`src/rtl/fifo_rd_pkg.sv`:
```
// ---------------------------------------------------------------------------
// fifo_rd_pkg
// Shared definitions for the FIFO frame reader: the reader state encoding,
// the default data width, the output buffer depth and a small helper that
// counts how many bytes are already committed to the output buffer.
// ---------------------------------------------------------------------------
package fifo_rd_pkg;

   localparam int DW_DEFAULT = 8;
   localparam int OBUF_DEPTH = 2;
   localparam int LEN_W      = 8;

   typedef enum logic {
      HDR,
      PAYLOAD
   } rd_state_t;

   // Bytes that will occupy the output buffer once everything already in
   // motion settles: what is stored, plus a byte on its way back from the
   // FIFO, minus the byte leaving downstream this cycle. A pop always has
   // occ >= 1, so the subtraction never underflows.
   function automatic logic [2:0] pending_count(input logic [1:0] occ,
                                                input logic       inflight,
                                                input logic       pop);
      return {1'b0, occ} + {2'b00, inflight} - {2'b00, pop};
   endfunction

endpackage

```
`src/rtl/fifo_frame_reader_if.sv`:
```
// ---------------------------------------------------------------------------
// fifo_frame_reader_if
// Valid/ready byte stream carrying frame payload with first/last markers.
//   valid : byte on data is valid (master -> slave)
//   ready : slave accepts; transfer when valid && ready (slave -> master)
//   data  : payload byte
//   first : data is the first payload byte of its frame
//   last  : data is the last payload byte of its frame
// ---------------------------------------------------------------------------
interface fifo_frame_reader_if #(
   parameter int DW = fifo_rd_pkg::DW_DEFAULT
);

   logic          valid;
   logic          ready;
   logic [DW-1:0] data;
   logic          first;
   logic          last;

   modport master (
      output valid,
      output data,
      output first,
      output last,
      input  ready
   );

   modport slave (
      input  valid,
      input  data,
      input  first,
      input  last,
      output ready
   );

endinterface

```
`src/rtl/fifo_rd_skid.sv`:
```
// ---------------------------------------------------------------------------
// fifo_rd_skid
// Two-entry output buffer, ordered by arrival. Each entry holds a payload
// byte plus its first/last markers; the head entry drives the stream.
//   clk, reset               : clock and synchronous active-high reset
//   push, push_data/first/last : write a new entry at the tail
//   pop                      : drop the head entry
//   head_data/first/last     : contents of the head entry
//   occ                      : number of stored entries, 0..2
// The caller never pushes into a full buffer and never pops an empty one.
// ---------------------------------------------------------------------------
module fifo_rd_skid
   import fifo_rd_pkg::*;
#(
   parameter int DW = DW_DEFAULT
) (
   input  logic          clk,
   input  logic          reset,
   input  logic          push,
   input  logic [DW-1:0] push_data,
   input  logic          push_first,
   input  logic          push_last,
   input  logic          pop,
   output logic [DW-1:0] head_data,
   output logic          head_first,
   output logic          head_last,
   output logic [1:0]    occ
);

   logic [DW-1:0] data0, data1;
   logic          first0, first1;
   logic          last0, last1;
   logic [1:0]    occ_q;

   // Entry 0 is always the head. A push lands in the first free slot; a pop
   // shifts entry 1 forward. On a simultaneous push and pop with one entry
   // stored, the new byte replaces the head directly and occupancy holds.
   always_ff @(posedge clk) begin
      if (reset) begin
         data0  <= '0;
         data1  <= '0;
         first0 <= 1'b0;
         first1 <= 1'b0;
         last0  <= 1'b0;
         last1  <= 1'b0;
         occ_q  <= 2'd0;
      end else begin
         case ({push, pop})
            2'b10: begin
               if (occ_q == 2'd0) begin
                  data0  <= push_data;
                  first0 <= push_first;
                  last0  <= push_last;
               end else begin
                  data1  <= push_data;
                  first1 <= push_first;
                  last1  <= push_last;
               end
               occ_q <= occ_q + 2'd1;
            end
            2'b01: begin
               data0  <= data1;
               first0 <= first1;
               last0  <= last1;
               occ_q  <= occ_q - 2'd1;
            end
            2'b11: begin
               if (occ_q == 2'd1) begin
                  data0  <= push_data;
                  first0 <= push_first;
                  last0  <= push_last;
               end else begin
                  data0  <= data1;
                  first0 <= first1;
                  last0  <= last1;
                  data1  <= push_data;
                  first1 <= push_first;
                  last1  <= push_last;
               end
            end
            default: begin
            end
         endcase
      end
   end

   assign head_data  = data0;
   assign head_first = first0;
   assign head_last  = last0;
   assign occ        = occ_q;

endmodule

```
`src/rtl/fifo_frame_reader.sv`:
```
// ---------------------------------------------------------------------------
// fifo_frame_reader
// Drains length-prefixed frames (length byte L = 1..255, then L payload
// bytes) from a byte FIFO with one-cycle read latency and presents the
// payload as a valid/ready stream with first/last markers.
//   clk, reset  : clock and synchronous active-high reset
//   fifo_empty  : FIFO empty flag
//   fifo_rd     : FIFO read strobe, one cycle per byte
//   fifo_data   : FIFO read data, valid the cycle after fifo_rd
//   m           : payload stream (master side)
//   frame_done  : pulse the cycle after the last byte of a frame transfers
//   hdr_err     : pulse the cycle after a zero-length header arrives
//   busy        : mid-frame, read in flight, or buffered bytes pending
// ---------------------------------------------------------------------------
module fifo_frame_reader
   import fifo_rd_pkg::*;
#(
   parameter int DW = DW_DEFAULT
) (
   input  logic                clk,
   input  logic                reset,
   input  logic                fifo_empty,
   output logic                fifo_rd,
   input  logic [DW-1:0]       fifo_data,
   fifo_frame_reader_if.master m,
   output logic                frame_done,
   output logic                hdr_err,
   output logic                busy
);

   rd_state_t        state, state_next;
   logic [LEN_W-1:0] remaining, remaining_next;
   logic [LEN_W-1:0] len_loaded, len_next;
   logic             inflight;
   logic             hdr_zero;
   logic [LEN_W-1:0] hdr_len;

   logic             push, push_first, push_last, pop;
   logic [DW-1:0]    head_data;
   logic             head_first, head_last;
   logic [1:0]       occ;
   logic [2:0]       pending;

   assign hdr_len    = fifo_data[LEN_W-1:0];
   assign pop        = m.valid && m.ready;
   assign push       = inflight && (state == PAYLOAD);
   assign push_first = (remaining == len_loaded);
   assign push_last  = (remaining == 8'd1);

   // Read issue: only fetch when the buffer is guaranteed to have room for
   // the byte once it returns. Header reads count as in flight too, which
   // is conservative but keeps the rule uniform. The pop term lets reads
   // resume in the very cycle downstream becomes ready again. Reads are
   // held off during reset so no FIFO byte is lost to a flushed pipeline.
   always_comb begin
      pending = pending_count(occ, inflight, pop);
      fifo_rd = !reset && !fifo_empty && (pending < 3'(OBUF_DEPTH));
   end

   // Next-state logic acts on the byte returning from the FIFO, which is
   // marked by inflight (the strobe of the previous cycle). A zero header
   // is dropped with an error pulse and the reader keeps hunting for a
   // valid header.
   always_comb begin
      state_next     = state;
      remaining_next = remaining;
      len_next       = len_loaded;
      hdr_zero       = 1'b0;
      case (state)
         HDR: begin
            if (inflight) begin
               if (hdr_len == '0) begin
                  hdr_zero = 1'b1;
               end else begin
                  remaining_next = hdr_len;
                  len_next       = hdr_len;
                  state_next     = PAYLOAD;
               end
            end
         end
         PAYLOAD: begin
            if (inflight) begin
               remaining_next = remaining - 8'd1;
               if (remaining == 8'd1) begin
                  state_next = HDR;
               end
            end
         end
         default: begin
            state_next = HDR;
         end
      endcase
   end

   // State register plus the in-flight flag and the registered pulses.
   // Clearing inflight on reset is what discards a byte still returning
   // from a read issued just before reset.
   always_ff @(posedge clk) begin
      if (reset) begin
         state      <= HDR;
         remaining  <= '0;
         len_loaded <= '0;
         inflight   <= 1'b0;
         frame_done <= 1'b0;
         hdr_err    <= 1'b0;
      end else begin
         state      <= state_next;
         remaining  <= remaining_next;
         len_loaded <= len_next;
         inflight   <= fifo_rd;
         frame_done <= pop && head_last;
         hdr_err    <= hdr_zero;
      end
   end

   fifo_rd_skid #(
      .DW(DW)
   ) u_skid (
      .clk       (clk),
      .reset     (reset),
      .push      (push),
      .push_data (fifo_data),
      .push_first(push_first),
      .push_last (push_last),
      .pop       (pop),
      .head_data (head_data),
      .head_first(head_first),
      .head_last (head_last),
      .occ       (occ)
   );

   assign m.valid = (occ != 2'd0);
   assign m.data  = head_data;
   assign m.first = head_first;
   assign m.last  = head_last;

   assign busy = (state == PAYLOAD) || inflight || (occ != 2'd0);

endmodule

```
`src/flat_wrapper.sv`:
```
// flat-port wrapper written by rule: the top's interface ports become plain ports
module fifo_frame_reader_flat import fifo_rd_pkg::*;
#(
   parameter int DW = DW_DEFAULT
)
  (clk, reset, fifo_empty, fifo_rd, fifo_data, frame_done, hdr_err, busy, m_valid, m_data, m_first, m_last, m_ready);
  fifo_frame_reader_if #(.DW(DW)) m_i ();
  input  logic clk;
  input  logic reset;
  input  logic fifo_empty;
  output logic fifo_rd;
  input  logic [DW-1:0] fifo_data;
  output logic frame_done;
  output logic hdr_err;
  output logic busy;
  output wire logic [$bits(m_i.valid)-1:0] m_valid;
  output wire logic [$bits(m_i.data)-1:0] m_data;
  output wire logic [$bits(m_i.first)-1:0] m_first;
  output wire logic [$bits(m_i.last)-1:0] m_last;
  input wire logic [$bits(m_i.ready)-1:0] m_ready;
  assign m_valid = m_i.valid;
  assign m_data = m_i.data;
  assign m_first = m_i.first;
  assign m_last = m_i.last;
  assign m_i.ready = m_ready;
  fifo_frame_reader #(.DW(DW)) u_core (.clk(clk), .reset(reset), .fifo_empty(fifo_empty), .fifo_rd(fifo_rd), .fifo_data(fifo_data), .m(m_i), .frame_done(frame_done), .hdr_err(hdr_err), .busy(busy));
endmodule
```
`config.mk`:
```
export PLATFORM = sky130hd
export DESIGN_NAME = fifo_frame_reader_flat
export DESIGN_NICKNAME = d
export VERILOG_FILES = /design/src/rtl/fifo_rd_pkg.sv /design/src/rtl/fifo_frame_reader_if.sv /design/src/rtl/fifo_rd_skid.sv /design/src/rtl/fifo_frame_reader.sv /design/src/flat_wrapper.sv
export SDC_FILE = /design/constraint.sdc
export NUM_CORES = 1
export LEC_CHECK = 0
export ABC_CLOCK_PERIOD_IN_PS = 2100
export BUFFER_PORTS_ARGS = -buffer_cell sky130_fd_sc_hd__buf_2
export CAP_MARGIN = 20
export CORE_AREA = 3 3 50 97
export CTS_CLUSTER_SIZE = 12
export DETAILED_ROUTE_END_ITERATION = 8
export DIE_AREA = 0 0 53 100
export PLACE_DENSITY_LB_ADDON = 0.08
export SETUP_SLACK_MARGIN = 0.1
export SYNTH_ARGS = -nofsm -noshare
export SYNTH_HDL_FRONTEND = slang
export SYNTH_SLANG_ARGS = --single-unit
```
`constraint.sdc`:
```
create_clock -name clk -period 2.1 [get_ports clk]
set_input_delay 0 -clock clk [delete_from_list [all_inputs] [get_ports clk]]
set_output_delay 0 -clock clk [all_outputs]
set_load 0.02 [all_outputs]
```
; Yosys cells after proc, flatten, opt, wreduce, memory -nomap -nowiden
; Cells that the tools add are included.
[totals]
regBits = 42
word_cells = 83
[op_classes]
add_sub_neg = 5
magnitude_cmp = 1
eq_ne = 12
mux = 29
bitwise_logic = 3
reduce_logical = 20
[ops]
columns = op, n
row1 = 8-bit 2-to-1 mux, 7
row2 = 8-bit case mux with 2 select lines, 2
row3 = 8-bit case mux with 3 select lines, 1
row4 = 1-bit 2-to-1 mux, 13
row5 = "2-bit inequality test, second input constant", 5
row6 = 3-bit AND reduction, 3
row7 = "8-bit by 1-bit == test with 1-bit output, second input constant", 1
row8 = 8-bit == test, 1
row9 = 8-bit logical NOT, 1
row10 = "8-bit by 1-bit subtractor with 8-bit output, second input constant", 1
row11 = 1-bit case mux with 2 select lines, 3
row12 = 1-bit case mux with 3 select lines, 2
row13 = 2-bit nonzero test, 3
row14 = 1-bit logical AND, 5
row15 = "2-bit by 1-bit == test with 1-bit output, second input constant", 2
row16 = "2-bit == test, second input constant", 2
row17 = 2-bit case mux with 2 select lines, 1
row18 = 2-bit by 1-bit adder with 3-bit output, 1
row19 = "3-bit by 2-bit < comparator with 1-bit output, second input constant", 1
row20 = 1-bit NOT, 3
row21 = 3-bit nonzero test, 1
row22 = 3-bit OR reduction, 1
row23 = 3-bit by 1-bit subtractor with 3-bit output, 1
row24 = "2-bit by 1-bit adder with 2-bit output, second input constant", 1
row25 = other kinds (6), 8

; Longest topological paths before layout
; Gate-level depths: netlist (run 1).
[logic_depth]
depth_word = 5
mapped_depth = 10
mapped_depth_nobuf = 9

; Modules after synthesis
; A second synthesis (run 1) with hierarchy kept.
[hier_totals]
hier_cells = 267
hier_area_um2 = 2240.9
[by_module_without_submodules]
columns = mod, n_inst, cells_each, area_each_um2
row1 = fifo_frame_reader, 1, 138, 1142.3
row2 = fifo_rd_skid, 1, 129, 1098.6

; Worst setup path before layout (run 1)
; Ideal clock, no wire load.
[synth_path]
path_type = reg2out
start = register u_core.u_skid.occ_q[1], in the netlist u_core.u_skid.occ[1]
end = output fifo_rd
t_arrival_ns = 2.451
t_required_ns = 2.100
setup_slack_ns = -0.351
path_stages_with_launch = 9
n_path_buf = 0
cell_sequence = dfxtp_1 inv_1 ha_1 nand2b_1 nor2_1 o21ai_0 fa_1 xor2_1 nor4b_1
[synth_between]
elab_chain_len = 5
elab_cells_between_ends = 6
cone_classes = add/sub: 2 / order compare: 1 / reduce/logical: 3
[synth_rtl]
columns = item, line_no
row1 = start: declaration, fifo_rd_skid.sv:33  ; logic [1:0] occ_q;
row2 = start signal: assignment, fifo_rd_skid.sv:59  ; occ_q <= occ_q + 2'd1;
row3 = start signal: assignment, fifo_rd_skid.sv:65  ; occ_q <= occ_q - 2'd1;
row4 = branches (longest 2 deep; another with 2-bit by 1-bit adder with 3-bit output), n/a
row5 = 3-bit by 1-bit subtractor with 3-bit output (*), fifo_rd_pkg.sv:25  ; return {1'b0, occ} + {2'b00, inflight} - {2'b00, pop};
row6 = 3-bit by 2-bit < comparator with 1-bit output (*), fifo_frame_reader.sv:57  ; fifo_rd = !reset && !fifo_empty && (pending < 3'(OBUF_DEPTH));
row7 = 1-bit logical AND (*), fifo_frame_reader.sv:57
row8 = end: declaration, flat_wrapper.sv:11  ; output logic fifo_rd;
; Every way passes the cells marked *.

; Worst setup path after layout (run 1)
; Ends and elaborated chain as after synthesis.

==> impl_metrics.env, run 1 <==
export IMPL_synth_async_reset_ratio_pct=0
export IMPL_cts_root_buffer="clkbuf_8"
export IMPL_grt_usage_pct=21.9
export IMPL_wl_per_cell_um=16.8
export IMPL_grt_pass1_wl_um=8740
export IMPL_final_hold_violation_count=0
export IMPL_syn_area_per_cell_sq_um=9.18
export IMPL_first_iter_violations=42
export IMPL_gp_congestion=0.808
export IMPL_ys_warnings_count=0
export IMPL_hp_class="in -> reg"
export IMPL_power_frac_seq_pct=33.1
export IMPL_yosys_area_share_simple_pct=20.2
export IMPL_synth_top_family_by_area="simple AND/OR/NAND/NOR gates"
export IMPL_drive_gt1_share_pct=30.3
export IMPL_slowest_stage="fa_2"
export IMPL_finalPower_uw=3670
export IMPL_core_region_area_sq_um=4170
export IMPL_insertion_delay_ns=0.29
export IMPL_violations="negative setup slack"
export IMPL_setup_violations=1
export IMPL_max_stage_delay_ns=0.40
export IMPL_outcome="finished with violations"
export IMPL_drv_cap=0
export IMPL_synth_cells=227
export IMPL_timing_final_crit_period_ns=2.11
export IMPL_timing_hold_ws_ns=0.00932
export IMPL_synth_top_area_share_pct=40.4
export IMPL_synth_area_mux_share_pct=5.83
export IMPL_num_vias=1852
export IMPL_ys_top_cells_by_count="42 x dfxtp_1, 33 x nor2_1, 16 x nand2_1"
export IMPL_final_antenna_net_count=0
export IMPL_die_h_um=100
export IMPL_synthAdderAreaFrac_pct=5.17
export IMPL_synth_edf_count=0
export IMPL_antenna_found_initial=0
export IMPL_cts_tree="yes"
export IMPL_start_util_pct=50.0
export IMPL_cp_common_cell="buf_4"
export IMPL_crit_type="reg -> out"
export IMPL_p_switching_uw=1550
export IMPL_powerDensity_nw_per_um2=1440
export IMPL_ys_seq_area_share_pct=40.4
export IMPL_synth_compound_area_share_pct=17.8
export IMPL_synth_flop_cell="dfxtp_1"
export IMPL_fill_cells=368
export IMPL_power_share_clock_pct=14.9
export IMPL_end_kind="output port"
export IMPL_synth_area_leaders="dfxtp_1 40%, nor2_1 5.9%, mux2i_1 5.3%"
export IMPL_grt_max_degree=26
export IMPL_routed_wl_um=5370
export IMPL_antenna_cells=0
export IMPL_synth_top_area_cell="dfxtp_1"
export IMPL_ios=27
export IMPL_synthXorXnorAreaFrac_pct=5.05
export IMPL_worstPathArrival_ns=2.11
export IMPL_max_freq_mhz=474
export IMPL_htree_levels=2
export IMPL_skew_ns=0.00376
export IMPL_rsz0062_at_grt="yes"
export IMPL_rows=33
export IMPL_power_internal_uw=2130
export IMPL_ys_ff_latch=42
export IMPL_io_buffers=26
export IMPL_synthesis_nets=247
export IMPL_clock_sinks=42
export IMPL_dp_hpwl_um=3810
export IMPL_ys_types=48
export IMPL_fp_dieArea_sq_um=5300
export IMPL_worst_setup_path_start_kind="register"
export IMPL_crit_fanout=4
export IMPL_path_clk_slew_ns=0.08
export IMPL_pre_cts_ws_ns=0.0835
export IMPL_viasPerCell=5.81
export IMPL_synth_area_sq_um=2080
export IMPL_combinationalPowerShare_pct=51.9
export IMPL_fin_ws_ns=-0.00788
export IMPL_cts_buffers=5
export IMPL_vdd_drop_max_mv=1.01
export IMPL_maxSlewViolCount=0
export IMPL_synth_most_common_cell="dfxtp_1"
export IMPL_cts_path_max_buffers=2
export IMPL_static_leakage_power_uw=0.00110
export IMPL_post_route_drc_count=0
export IMPL_utilization_pct=61.1
export IMPL_firstDrtPassIters=5
export IMPL_overflow=0
export IMPL_fp_dieW_um=53
export IMPL_tightestPinTransition_ns=0.854
export IMPL_fin_crit_sh_pct=100
export IMPL_required_ns=2.10
export IMPL_p_sw_share_pct=42.1
export IMPL_max_slew_margin_rel_pct=42.7
export IMPL_crit_chain="inv_2 > ha_4 > nand2b_4 > nor2_4 > buf_4 > fa_2 > xor2_2 > nor4b_4 > buf_4"
export IMPL_area_growth_pct=22.3
export IMPL_nets=286
export IMPL_grt_pass1_vias=1803
cell usage in the layout (no fill, tap or decap), types with 4 or more instances in the layout:
| cell | instances |
|---|---|
| a22oi_1 | 4 |
| o21ai_0 | 5 |
| inv_1 | 8 |
| xor2_1 | 10 |
| buf_4 | 17 |
| clkbuf_8 | 6 |
| a21oi_1 | 9 |
| nand2_1 | 15 |
| a221oi_2 | 9 |
| nor3_1 | 10 |
| dfxtp_1 | 40 |
| buf_2 | 25 |
| ha_1 | 6 |
| nor2_1 | 32 |
| nor4_1 | 4 |
| mux2i_1 | 11 |
final cells by class:
cell class | instances | area (sq um) | share of cell area, %
flip-flops and latches | 42 | 843 | 33.1
inverters | 10 | 37.5 | 1.47
clock inverters | 1 | 5.00 | 0.196
clock buffers | 7 | 86.3 | 3.39
well taps | 52 | 65.1 | 2.55
multi-input cells | 164 | 1250 | 49.0
repair buffers | 43 | 263 | 10.3
worst max-delay path, delay by kind of cell (launching register included):
family,cells,cell delay (ns)
xor gates and xnor gates,1,0.20
DFF,1,0.33
adders and majority gates,2,0.52
and+or+nand+nor,3,0.38
buffers and inverters,3,0.37
logic make-up after synthesis:
kind of cell,Yosys count
and+or+nand+nor,83
AOI/OAI and AO/OA,49
DFF,42
buffers and inverters,21
xor gates and xnor gates,12
muxes,12
adders and majority gates,8
power by group through the flow:
stage / clock network, uW / logic (uW) / registers [uW]
detailed placement: 0 / 1730 / 1230
finish: 548 / 1910 / 1220
global route: 583 / 2090 / 1250
CTS: 557 / 1870 / 1210
global placement: 0 / 1700 / 1220
floorplan: 0 / 1220 / 1300
flip-flops by register name, indices dropped and copies added (netlist names), 2 cells and up:
signal                   flops
u_core.remaining             8
u_core.u_skid.occ            2
u_core.u_skid.data1          8
u_core.len_loaded            8
u_core.u_skid.head_data      8
what timing repair did:
action,CTS,global route
setup buffers,3,0
endpoints found under the hold margin,1,0
endpoints found under the setup margin,5,12
gates resized for setup,12,13
hold buffers,1,0
pin swaps,2,0
layer usage:
metal | up-vias | routed length [um] | track usage, %
met3 | 13 | 173 | 2.82
met5 | - | 0 | 0
li1 | 897 | - | -
met4 | 0 | 131 | 7.68
met2 | 55 | 2830 | 38.1
met1 | 887 | 2230 | 26.8
per-stage QoR:
step	instance area, sq um	setup TNS (ns)	instances
floorplan	2110	0	227
global placement	2320	0	307
detailed placement	2320	0	307
CTS	2480	0	319
global route	2550	-0.100	319
finish	2550	-0.00788	319
worst paths after layout:
check / startpoint / to / slack (ns) / cells past startpoint
worst max-delay path: u_core.u_skid.occ[1] / fifo_rd / -0.008 / 9
worst min-delay path: fifo_data[1] / u_core.len_loaded[1] / 0.009 / 3
worst min register to register: u_core.u_skid.first1 / u_core.u_skid.first1 / 0.46 / 2
worst max register to register: u_core.u_skid.occ[1] / u_core.inflight / 0.18 / 9
Power figures use the tool's default switching activity.
==> run 2, diff against run 1 <==
ABC_AREA = 1   (was unset)
CORE_AREA = 3 3 51 100   (was 3 3 50 97)
DIE_AREA = 0 0 54 103   (was 0 0 53 100)
==> impl_metrics.env, run 2 <==
export IMPL_outcome="finished with violations"
export IMPL_violations="negative setup slack"
export IMPL_num_vias=2222
export IMPL_ios=27
export IMPL_max_slew_margin_rel_pct=77.8
export IMPL_grt_usage_pct=24.6
export IMPL_synth_top_area_share_pct=37.3
export IMPL_tightestPinTransition_ns=0.331
export IMPL_reg2regPathDepth=12
export IMPL_synth_area_leaders="dfxtp_1 37%, nand2_1 13%, inv_1 7.3%"
export IMPL_hold_path_startpoint="fifo_data[7]"
export IMPL_antenna_cells=0
export IMPL_gp_congestion=0.847
export IMPL_synthesis_nets=353
export IMPL_fp_dieW_um=54
export IMPL_ys_top_cells_by_count="78 x nand2_1, 44 x inv_1, 42 x dfxtp_1"
export IMPL_htree_levels=2
export IMPL_synth_async_reset_ratio_pct=0
export IMPL_whs_endpoint="u_core.u_skid.data1[7]"
export IMPL_tns_ns=-0.0286
export IMPL_worstPathArrival_ns=2.13
export IMPL_synth_area_sq_um=2250
export IMPL_start_util_pct=51.5
export IMPL_crit_fanout=4
export IMPL_grt_pass1_vias=2201
export IMPL_fin_ws_ns=-0.0286
export IMPL_cts_root_buffer="clkbuf_8"
export IMPL_drv_cap=0
export IMPL_synth_cells=333
export IMPL_r2r_start="u_core.u_skid.occ[1]"
export IMPL_overflow=0
export IMPL_rsz0062_at_grt="yes"
export IMPL_rr_endpoint="u_core.u_skid.data1[1]"
export IMPL_area_growth_pct=22.8
export IMPL_firstDrtPassIters=4
export IMPL_worst_setup_path_start_kind="register"
export IMPL_powerDensity_nw_per_um2=1570
export IMPL_ys_seq_area_share_pct=37.3
export IMPL_insertion_delay_ns=0.30
export IMPL_io_buffers=26
export IMPL_fp_dieArea_sq_um=5560
export IMPL_dp_hpwl_um=4260
export IMPL_layout_common_cells="77 x nand2_1, 42 x inv_1, 39 x dfxtp_1, 30 x nand3_1, 30 x o21ai_0"
export IMPL_maxSlewViolCount=0
export IMPL_antenna_found_initial=0
export IMPL_r2r_setup_slack_ns=0.33
export IMPL_hold_path_depth=3
export IMPL_syn_area_per_cell_sq_um=6.77
export IMPL_crit_type="reg -> out"
export IMPL_end_kind="output port"
export IMPL_static_leakage_power_uw=0.00139
export IMPL_grt_max_degree=33
export IMPL_ys_ff_latch=42
export IMPL_die_h_um=103
export IMPL_first_iter_violations=37
export IMPL_place_area_sq_um=2470
export IMPL_synth_flop_cell="dfxtp_1"
export IMPL_synth_edf_count=0
export IMPL_skew_ns=0.00298
export IMPL_synth_top_area_cell="dfxtp_1"
export IMPL_wl_per_cell_um=13.7
export IMPL_fin_crit_sh_pct=101
export IMPL_cts_buffers=5
export IMPL_rows=34
export IMPL_core_region_area_sq_um=4380
export IMPL_required_ns=2.10
export IMPL_timing_final_crit_period_ns=2.13
export IMPL_setup_violations=1
export IMPL_final_antenna_net_count=0
export IMPL_fin_area_sq_um=2770
export IMPL_final_hold_violation_count=0
export IMPL_vdd_drop_max_mv=1.01
export IMPL_grt_pass1_wl_um=10000
export IMPL_drive_gt1_share_pct=18.3
export IMPL_viasPerCell=5.14
export IMPL_synth_most_common_cell="nand2_1"
export IMPL_cts_tree="yes"
export IMPL_ys_types=27
export IMPL_max_freq_mhz=470
export IMPL_cts_path_max_buffers=2
export IMPL_post_route_drc_count=0
export IMPL_ys_warnings_count=0
export IMPL_clock_sinks=42
export IMPL_routed_wl_um=5900
export IMPL_path_clk_slew_ns=0.09
export IMPL_nets=397
export IMPL_hp_class="in -> reg"
export IMPL_mostFrequentLayoutCell="nand2_1"
==> run 2: how the worst max path moves through the flow <==
stage / startpoint / end / slack [ns] / cells past startpoint
4_1_cts: u_core.u_skid.occ[1] / fifo_rd / 0.006 / 11
5_1_grt: u_core.u_skid.occ[0] / fifo_rd / -0.12 / 11
3_5_place_dp: u_core.u_skid.occ[1] / fifo_rd / 0.09 / 10
2_1_floorplan: u_core.u_skid.occ[1] / fifo_rd / 0.10 / 9
6_report: u_core.u_skid.occ[1] / fifo_rd / -0.03 / 11
3_3_place_gp: u_core.u_skid.occ[1] / fifo_rd / 0.14 / 10
==> run 2: kinds of logic (layout without fill, tap and decap cells) <==
logic type               Yosys count  after routing  synth area share (%)
AND/OR/NAND/NOR                  147            147                  27.5
AO/OA/AOI/OAI                     70             70                  16.8
buffers and inverters             59            104                  11.0
flip-flops                        42             42                  37.3
adder cells (fa/ha/maj)            8              8                  4.77
XOR/XNOR                           7              7                  2.72
==> run 2: layout make-up <==
| class | count | area (sq um) |
|---|---|---|
| Clock buffer | 5 | 68.8 |
| Clock inverter | 3 | 68.8 |
| Fill cell | 424 | 1610 |
| Inverter | 49 | 191 |
| Multi-Input combinational cell | 232 | 1220 |
| Sequential cell | 42 | 845 |
| Tap cell | 54 | 67.6 |
| Timing Repair Buffer | 47 | 312 |
==> run 2: per-layer routing <==
layer / vias to the layer above / track usage (%) / routed length, um
met5: - / 0 / 0
met4: 0 / 15.5 / 314
met3: 23 / 3.04 / 207
met2: 55 / 43.4 / 3120
met1: 995 / 26.2 / 2260
li1: 1149 / - / -
==> run 2: stage by stage <==
step	setup slack (ns)	power, uW	util [%]	hold WS (ns)	cells
CTS	0.00623	4300	62.4	0.0164	430
global placement	0.136	3370	56.4	0.224	410
floorplan	0.104	2840	-	0.0356	333
finish	-0.0286	4350	63.2	0.0238	432
global route	-0.123	4720	63.2	0.0527	432
detailed placement	0.0850	3400	56.4	0.225	410
==> run 2: timing repair <==
| action | 4_1_cts | 5_1_grt |
|---|---|---|
| pin swaps | 4 | 5 |
| setup endpoints to repair | 1 | 2 |
| gates resized for setup | 8 | 7 |
| hold endpoints to repair | 7 | 0 |
| hold buffers | 7 | 0 |
| gates cloned | 0 | 0 |
| setup buffers | 5 | 2 |
==> run 2: critical path, stage by stage, from the launching register on <==
cell and delay, ns:
dfxtp_2 0.33, inv_2 0.07, ha_4 0.15, inv_4 0.04
nand2_4 0.08, inv_4 0.05, nor2_4 0.09, o21ai_2 0.06
fa_1 0.52, nand2_2 0.08, nor3_4 0.21, buf_6 0.14
==> run 2: report_power, final <==
part           switching (uW)  internal (uW)
logic                    1430            867
registers                 212           1050
clock network             308            477
total                    1950           2400
==> run 3, diff against run 2 <==
ABC_CLOCK_PERIOD_IN_PS = 2700   (was 2100)
CORE_AREA = 3 3 58 113   (was 3 3 51 100)
DIE_AREA = 0 0 61 116   (was 0 0 54 103)
PLACE_DENSITY = 0.63   (was unset)
PLACE_DENSITY_LB_ADDON = unset   (was 0.08)
clock period = 2.7 ns   (was 2.1 ns; I/O delays follow)
==> impl_metrics.env, run 3 (same netlist as run 2, synthesis figures left out) <==
export IMPL_tightestPinTransition_ns=0.908
export IMPL_area_growth_pct=19.9
export IMPL_mostFrequentLayoutCell="nand2_1"
export IMPL_hp_class="in -> reg"
export IMPL_start_util_pct=38.8
export IMPL_multiInputGateArea_sq_um=1180
export IMPL_clock_sinks=42
export IMPL_vdd_drop_max_mv=0.754
export IMPL_antenna_found_initial=0
export IMPL_pre_cts_ws_ns=0.470
export IMPL_grt_usage_pct=19.5
export IMPL_setup_violations=0
export IMPL_wl_per_cell_um=14.1
export IMPL_viasPerCell=5.06
export IMPL_fin_crit_sh_pct=89.2
export IMPL_rows=39
export IMPL_drv_cap=0
export IMPL_fill_cells=588
export IMPL_die_h_um=116
export IMPL_path_clk_slew_ns=0.06
export IMPL_powerDensity_nw_per_um2=1250
export IMPL_grt_pass1_wl_um=10100
export IMPL_tns_ns=0
export IMPL_num_vias=2166
export IMPL_seq_area_sq_um=841
export IMPL_layout_common_cells="78 x nand2_1, 44 x inv_1, 42 x dfxtp_1, 31 x o21ai_0, 30 x nand3_1"
export IMPL_final_antenna_net_count=0
export IMPL_htree_levels=2
export IMPL_fin_ws_ns=0.290
export IMPL_max_freq_mhz=415
export IMPL_required_ns=2.70
export IMPL_end_kind="output port"
export IMPL_static_leakage_power_uw=0.00136
export IMPL_ios=27
export IMPL_rsz0062_at_grt="no"
export IMPL_drive_gt1_share_pct=13.4
export IMPL_outcome="completed"
export IMPL_nets=386
export IMPL_post_route_drc_count=0
export IMPL_final_hold_violation_count=0
export IMPL_cts_path_max_buffers=2
export IMPL_insertion_delay_ns=0.29
export IMPL_io_buffers=26
export IMPL_gp_congestion=0.880
export IMPL_worstPathArrival_ns=2.41
export IMPL_antenna_cells=0
export IMPL_first_iter_violations=55
export IMPL_core_region_area_sq_um=5810
export IMPL_grt_max_degree=33
export IMPL_fp_dieW_um=61
export IMPL_routed_wl_um=6050
export IMPL_cts_root_buffer="clkbuf_16"
export IMPL_crit_fanout=14
export IMPL_overflow=0
export IMPL_timing_final_crit_period_ns=2.41
export IMPL_crit_type="reg -> out"
export IMPL_firstDrtPassIters=4
export IMPL_grt_pass1_vias=2158
export IMPL_fp_dieArea_sq_um=7080
export IMPL_maxSlewViolCount=0
export IMPL_skew_ns=0.00661
export IMPL_cts_buffers=5
export IMPL_max_slew_margin_rel_pct=39.4
export IMPL_worst_setup_path_start_kind="register"
export IMPL_cts_tree="yes"
export IMPL_dp_hpwl_um=4580
-- run 3: metrics by stage --
step | cells | cell area, sq um | hold WS (ns) | util, % | total power (uW)
2_1_floorplan | 333 | 2250 | 0.0793 | - | 2160
3_3_place_gp | 413 | 2420 | 0.182 | 41.7 | 2550
3_5_place_dp | 413 | 2420 | 0.187 | 41.7 | 2580
4_1_cts | 428 | 2690 | 0.0110 | 46.3 | 3410
5_1_grt | 428 | 2700 | 0.0429 | 46.6 | 3700
6_report | 428 | 2700 | 0.0180 | 46.6 | 3390
-- run 3: routing by layer --
layer,GRT usage (%),wire length (um),vias to the layer above
li1,-,-,1126
met1,19.8,2320,980
met2,34.8,3280,41
met3,4.01,143,19
met4,11.6,303,0
met5,0,0,-
-- run 3: critical path: stages, from the launching register on --
cell     delay (ns)
dfxtp_1        0.34
inv_1          0.10
ha_2           0.22
inv_2          0.06
nand2_4        0.10
inv_4          0.09
nor2_1         0.11
o21ai_0        0.12
fa_1           0.52
nand2_1        0.06
nor3_1         0.19
buf_2          0.19
-- run 3: cell type report --
cell class | count | share of cell area, %
Clock buffer | 6 | 5.14
Clock inverter | 2 | 2.22
Inverter | 49 | 6.99
Multi-Input combinational cell | 232 | 43.5
Sequential cell | 42 | 31.1
Tap cell | 61 | 2.82
Timing Repair Buffer | 36 | 8.24
-- run 3: worst paths after layout --
check	from	end	slack [ns]	cells past startpoint
hold / removal	fifo_data[7]	u_core.u_skid.data1[7]	0.02	3
hold reg to reg	u_core.len_loaded[2]	u_core.len_loaded[2]	0.48	2
setup reg to reg	u_core.u_skid.occ[1]	u_core.u_skid.head_data[7]	0.68	12
setup / recovery	u_core.u_skid.occ[1]	fifo_rd	0.29	11
-- run 3: report_power, final --
part	switching, uW	total, uW	internal, uW
clock network	252	808	555
logic	1050	1600	553
registers	168	985	817
-- run 3: repair_timing --
| item | in CTS | in global routing |
|---|---|---|
| buffers inserted | 0 | 0 |
| endpoints found under the setup margin | 0 | 1 |
| hold buffers | 7 | 0 |
| resized for setup | 0 | 5 |
| hold endpoints to repair | 7 | 0 |
